$ cat src/rtl/ram_arb_pkg.sv
// Shared constants for the dual_ram port arbiter: requester ids, FSM encoding, default sizes.
// Optional round-robin arbitration is enabled with the RAM_ARB_RR_EN macro.
package ram_arb_pkg;

  localparam int DW_DEF = 32;
  localparam int AW_DEF = 12;

  localparam logic REQ_CORE = 1'b0;
  localparam logic REQ_LOAD = 1'b1;

  typedef enum logic {
    ST_IDLE  = 1'b0,
    ST_STALL = 1'b1
  } arb_state_e;

endpackage

$ cat src/rtl/ram_arb_grant2.sv
// Two-input grant generator: fixed req0-first priority, or pointer-selected
// round-robin when RAM_ARB_RR_EN is defined.
module ram_arb_grant2 (
  input  logic [1:0] req_i,
  input  logic       ptr_i,
  output logic [1:0] gnt_o
);

`ifndef RAM_ARB_RR_EN
  logic unused_ptr;
  assign unused_ptr = ptr_i;
`endif

  always_comb begin
    gnt_o = req_i;
    if (&req_i) begin
`ifdef RAM_ARB_RR_EN
      gnt_o = ptr_i ? 2'b10 : 2'b01;
`else
      gnt_o = 2'b01;
`endif
    end
  end

endmodule

$ cat src/rtl/ram_port_arbiter.sv
// Shares one dual_ram between the core (req0) and the loader/debug port (req1).
// Write and read channels arbitrate independently; RAM_ARB_RR_EN selects round-robin.
//
// Handshake: an operation transfers when reqN_valid && reqN_ready are both high in
// the same cycle; ready is combinational and requesters hold their request until ready.
// Read responses are single-cycle pulses one cycle after the grant and are never stalled.
module ram_port_arbiter
  import ram_arb_pkg::*;
#(
  parameter int DW = DW_DEF,
  parameter int AW = AW_DEF
) (
  input  logic          clk,
  input  logic          rst,
  input  logic          req0_valid,
  input  logic          req0_we,
  input  logic [AW-1:0] req0_addr,
  input  logic [DW-1:0] req0_wdata,
  output logic          req0_ready,
  output logic          rsp0_valid,
  output logic [DW-1:0] rsp0_rdata,
  input  logic          req1_valid,
  input  logic          req1_we,
  input  logic [AW-1:0] req1_addr,
  input  logic [DW-1:0] req1_wdata,
  output logic          req1_ready,
  output logic          rsp1_valid,
  output logic [DW-1:0] rsp1_rdata,
  output logic          ram_w_en,
  output logic [AW-1:0] ram_w_addr,
  output logic [DW-1:0] ram_w_data,
  output logic          ram_r_en,
  output logic [AW-1:0] ram_r_addr,
  input  logic [DW-1:0] ram_r_data,
  output arb_state_e    dbg_state_o
);

  logic [1:0] w_req, r_req, w_gnt, r_gnt, r_issue;
  logic       ptr_w, ptr_r;
  logic       collide;

  arb_state_e state_q, state_d;
  logic       rsp_valid_q, rsp_valid_d;
  logic       rsp_tag_q, rsp_tag_d;

  assign w_req = {req1_valid & req1_we, req0_valid & req0_we} & {2{~rst}};
  assign r_req = {req1_valid & ~req1_we, req0_valid & ~req0_we} & {2{~rst}};

  ram_arb_grant2 u_grant_w (.req_i(w_req), .ptr_i(ptr_w), .gnt_o(w_gnt));
  ram_arb_grant2 u_grant_r (.req_i(r_req), .ptr_i(ptr_r), .gnt_o(r_gnt));

  assign ram_w_addr = w_gnt[1] ? req1_addr : req0_addr;
  assign ram_w_data = w_gnt[1] ? req1_wdata : req0_wdata;
  assign ram_r_addr = r_gnt[1] ? req1_addr : req0_addr;

  // Same-address read is held back a cycle so it never relies on RAM bypass.
  assign collide  = (|w_gnt) & (|r_gnt) & (ram_w_addr == ram_r_addr);
  assign r_issue  = r_gnt & {2{~collide}};
  assign ram_w_en = |w_gnt;
  assign ram_r_en = |r_issue;

  assign req0_ready = w_gnt[0] | r_issue[0];
  assign req1_ready = w_gnt[1] | r_issue[1];

  always_comb begin
    state_d     = collide ? ST_STALL : ST_IDLE;
    rsp_valid_d = ram_r_en;
    rsp_tag_d   = r_issue[1] ? REQ_LOAD : REQ_CORE;
  end

  always_ff @(posedge clk) begin
    if (rst) begin
      state_q     <= ST_IDLE;
      rsp_valid_q <= 1'b0;
      rsp_tag_q   <= REQ_CORE;
    end else begin
      state_q     <= state_d;
      rsp_valid_q <= rsp_valid_d;
      rsp_tag_q   <= rsp_tag_d;
    end
  end

`ifdef RAM_ARB_RR_EN
  logic ptr_w_q, ptr_w_d, ptr_r_q, ptr_r_d;

  // Pointer names the loser of the last grant; a stalled read does not move it.
  always_comb begin
    ptr_w_d = ptr_w_q;
    ptr_r_d = ptr_r_q;
    if (|w_gnt) ptr_w_d = w_gnt[0] ? REQ_LOAD : REQ_CORE;
    if (|r_issue) ptr_r_d = r_issue[0] ? REQ_LOAD : REQ_CORE;
  end

  always_ff @(posedge clk) begin
    if (rst) begin
      ptr_w_q <= REQ_CORE;
      ptr_r_q <= REQ_CORE;
    end else begin
      ptr_w_q <= ptr_w_d;
      ptr_r_q <= ptr_r_d;
    end
  end

  assign ptr_w = ptr_w_q;
  assign ptr_r = ptr_r_q;
`else
  assign ptr_w = REQ_CORE;
  assign ptr_r = REQ_CORE;
`endif

  assign rsp0_valid  = rsp_valid_q & ~rst & (rsp_tag_q == REQ_CORE);
  assign rsp1_valid  = rsp_valid_q & ~rst & (rsp_tag_q == REQ_LOAD);
  assign rsp0_rdata  = ram_r_data;
  assign rsp1_rdata  = ram_r_data;
  assign dbg_state_o = state_q;

endmodule

$ cat config.mk
export PLATFORM = sky130hd
export DESIGN_NAME = ram_port_arbiter
export DESIGN_NICKNAME = d
export VERILOG_FILES = /design/src/rtl/ram_arb_pkg.sv /design/src/rtl/ram_arb_grant2.sv /design/src/rtl/ram_port_arbiter.sv
export SDC_FILE = /design/constraint.sdc
export NUM_CORES = 1
export LEC_CHECK = 0
export CAP_MARGIN = 10
export CORE_AREA = 2 2 98 100
export DETAILED_ROUTE_END_ITERATION = 6
export DIE_AREA = 0 0 100 102
export DONT_BUFFER_PORTS = 1
export SYNTH_ARGS = -nofsm -noshare
export SYNTH_HDL_FRONTEND = slang
export SYNTH_SLANG_ARGS = --single-unit
$ cat constraint.sdc
create_clock -name clk -period 5.63 [get_ports clk]
set_clock_uncertainty 0.2 [all_clocks]
set_input_delay 0.8445 -clock clk [delete_from_list [all_inputs] [get_ports clk]]
set_output_delay 0.8445 -clock clk [all_outputs]
set_load 0.03 [all_outputs]
==> summary.txt <==
Iteration-0 DRC Markers: 25
asr flop ratio synth: 0%
main combinational cell family by area after synthesis: multiplexers
HPWL after DPL: 4480 um
IO Pins: 253
min-delay src: rst
CTS buffer count: 3
Mapped Area: 1660 um2
utilization of the core after routing: 14.8%
first-pass GRT wire length: 6350 um
Die Wd: 100 um
Fin. Hold Viols: 0
fill count: 1,039
Final setup viols: 0
adder-cell share of the synthesized area: 0%
Final Cycle Share: 66.0%
CTS tree: built
layout cells sized above 1: 49.6%
Routed Wire Length: 5130 um
Max-cap violations: 0
Cell variety after synth: 35
Worst EP arrival: 2.67 ns
Die Area: 10,200 um2
Synth-to-Final Area Change: -18.8%
placer congestion estimate: 0.762
Max VDD drop: 0.0594 mV
DRT Pass-1 Iters: 4
commonest cells after routing, fill and taps aside: 54 x mux2_2, 8 x xor2_1, 8 x nor2b_1
crit-path max FO: 16
DR vias: 1,124
All-Layer GR Usage: 8.43%
Longest Clk Path Bufs: 2
Avg Vias per Cell: 4.57
Setup crit start kind: input port
final worst slack: 1.91 ns
CTS resizes: 0
hold path endpoint: rsp_valid_q
DRC: 0
setup repair after global routing missed its margin: no
Finished Cell Area: 1350 um2
Final nets: 262
post-DR wirelength/cell: 20.8 um
dpl cell area: 1300 um2
Initial Utilization: 18.2%
Slew Limit Headroom: 33.6%
root buf cell: clkbuf_8
CP Capture Type: output port
vias in the first global route: 1,033
WS Path Type: in2out
Clock transition at path regs: 0.03 ns
Worst Path Required: 4.59 ns
Diodes inserted: 0
status: complete, no violations
commonest non-fill, non-tap cell in the layout: mux2_2
mean post-synth cell area: 8.33 um2
Post-CTS Hold Buffers: 0
leakage: 0.468 nW
multiplexer share of the synthesized area: 36.7%
post-synthesis cell count: 199
remaining global-route overflow: 0
H-Tree Depth: 1
Syn Nets: 325
die height: 102 um
largest net degree at the start of global routing: 48
Post-synth EDFFs: 0
Cell Rows: 35
sequential share of the synthesized area: 3.62%
HP Class: in2reg
Detail Route Antenna Nets: 0
Most used DFF post-synth: dfxtp_1
pwr dens: 163 nW/um2
setup bufs post-CTS: 0
DP Worst Slack: 1.88 ns
Synth warnings: 0
Core ar.: 9110 um2
crit path time final: 3.72 ns
IO Port Bufs: 0
hold path depth: 1
fmax: 0.269 GHz
compound-cell area share of the yosys netlist: 8.75%
clk sinks: 3
post-synthesis simple-gate area fraction: 13.1%
antenna violations before repair: 0
Final Slew Violations: 0
XOR/XNOR Fraction of Synth Area: 5.28%
actual slew at the worst max-slew pin: 0.994 ns
flip-flop and latch count after synthesis: 3
TNS Setup: 0 ns
-- routing by layer --
metal	track usage, %	routed length, um	part of all wire [%]	up-vias
met1	11.2	2060	40	504
met2	11.3	2270	44	108
li1	-	-	-	501
met5	0	0	0	-
met4	2.85	57	1.1	0
met3	4.86	745	15	11
-- through the flow --
stage	power [mW]	std cells	hold WS [ns]
floorplan	0.232	199	0.827
global placement	0.160	242	0.745
detailed placement	0.159	242	0.744
CTS	0.223	246	0.519
global route	0.231	246	0.518
finish	0.220	246	0.520
-- report_power, final --
part | total [mW] | leakage (nW) | internal [mW] | switching [mW]
combinational | 0.136 | 0.421 | 0.0403 | 0.0954
clock | 0.0613 | 0.0228 | 0.0482 | 0.0131
sequential | 0.0226 | 0.0245 | 0.0222 | 0.000384
total | 0.220 | 0.468 | 0.111 | 0.109
-- state kept, by name, summed over array words and instances, names as in the netlist --
| signal | cells |
|---|---|
| dbg_state_o | 1 |
| rsp_tag_q | 1 |
| rsp_valid_q | 1 |
-- kinds of logic after synthesis --
logic type / count (synthesis)
buffers and inverters: 76
and+or+nand+nor: 35
muxes: 54
AOI/OAI and AO/OA: 21
xor gates and xnor gates: 10
DFF: 3
-- synthesized netlist by cell type (2+ instances only) --
| cell | count | share of area [%] |
|---|---|---|
| o21ai_0 | 6 | 1.8 |
| nor2_1 | 3 | 0.68 |
| nand2b_1 | 2 | 0.75 |
| a221oi_1 | 2 | 1.1 |
| xnor2_1 | 2 | 1.1 |
| dfxtp_1 | 3 | 3.6 |
| nor3_1 | 2 | 0.60 |
| o211ai_1 | 2 | 0.91 |
| nand2_1 | 6 | 1.4 |
| nand3_1 | 3 | 0.91 |
| buf_2 | 5 | 1.5 |
| and3b_1 | 2 | 1.1 |
| mux2_2 | 54 | 37 |
| xor2_1 | 8 | 4.2 |
| and2_1 | 2 | 0.75 |
| nor2b_1 | 8 | 3.0 |
| inv_1 | 5 | 1.1 |
| a21oi_1 | 4 | 1.2 |
| buf_4 | 64 | 29 |
-- critical path, stage by stage --
cell      delay [ns]
nand2b_1        0.18
nand3_1         0.58
a21oi_1         0.31
o21ai_0         0.19
a311oi_1        0.34
buf_4           0.22
-- area by class of cell --
cell class | count | area (um2) | share of cell area (%)
multi-input combinational | 120 | 1060 | 78.8
tap | 111 | 139 | 10.3
sequential | 3 | 60.1 | 4.46
clock buffer | 4 | 45.0 | 3.35
timing repair buffer | 3 | 22.5 | 1.67
inverter | 5 | 18.8 | 1.39
-- worst max-delay path by stage --
stage	from	end
after floorplan	rst	req0_ready
after global placement	req0_we	req0_ready
after detailed placement	req0_we	req0_ready
after global routing	req0_we	ram_r_en
after CTS	req0_we	req0_ready
final	req0_we	req0_ready
No activity file was read; power rests on OpenSTA's default activity.
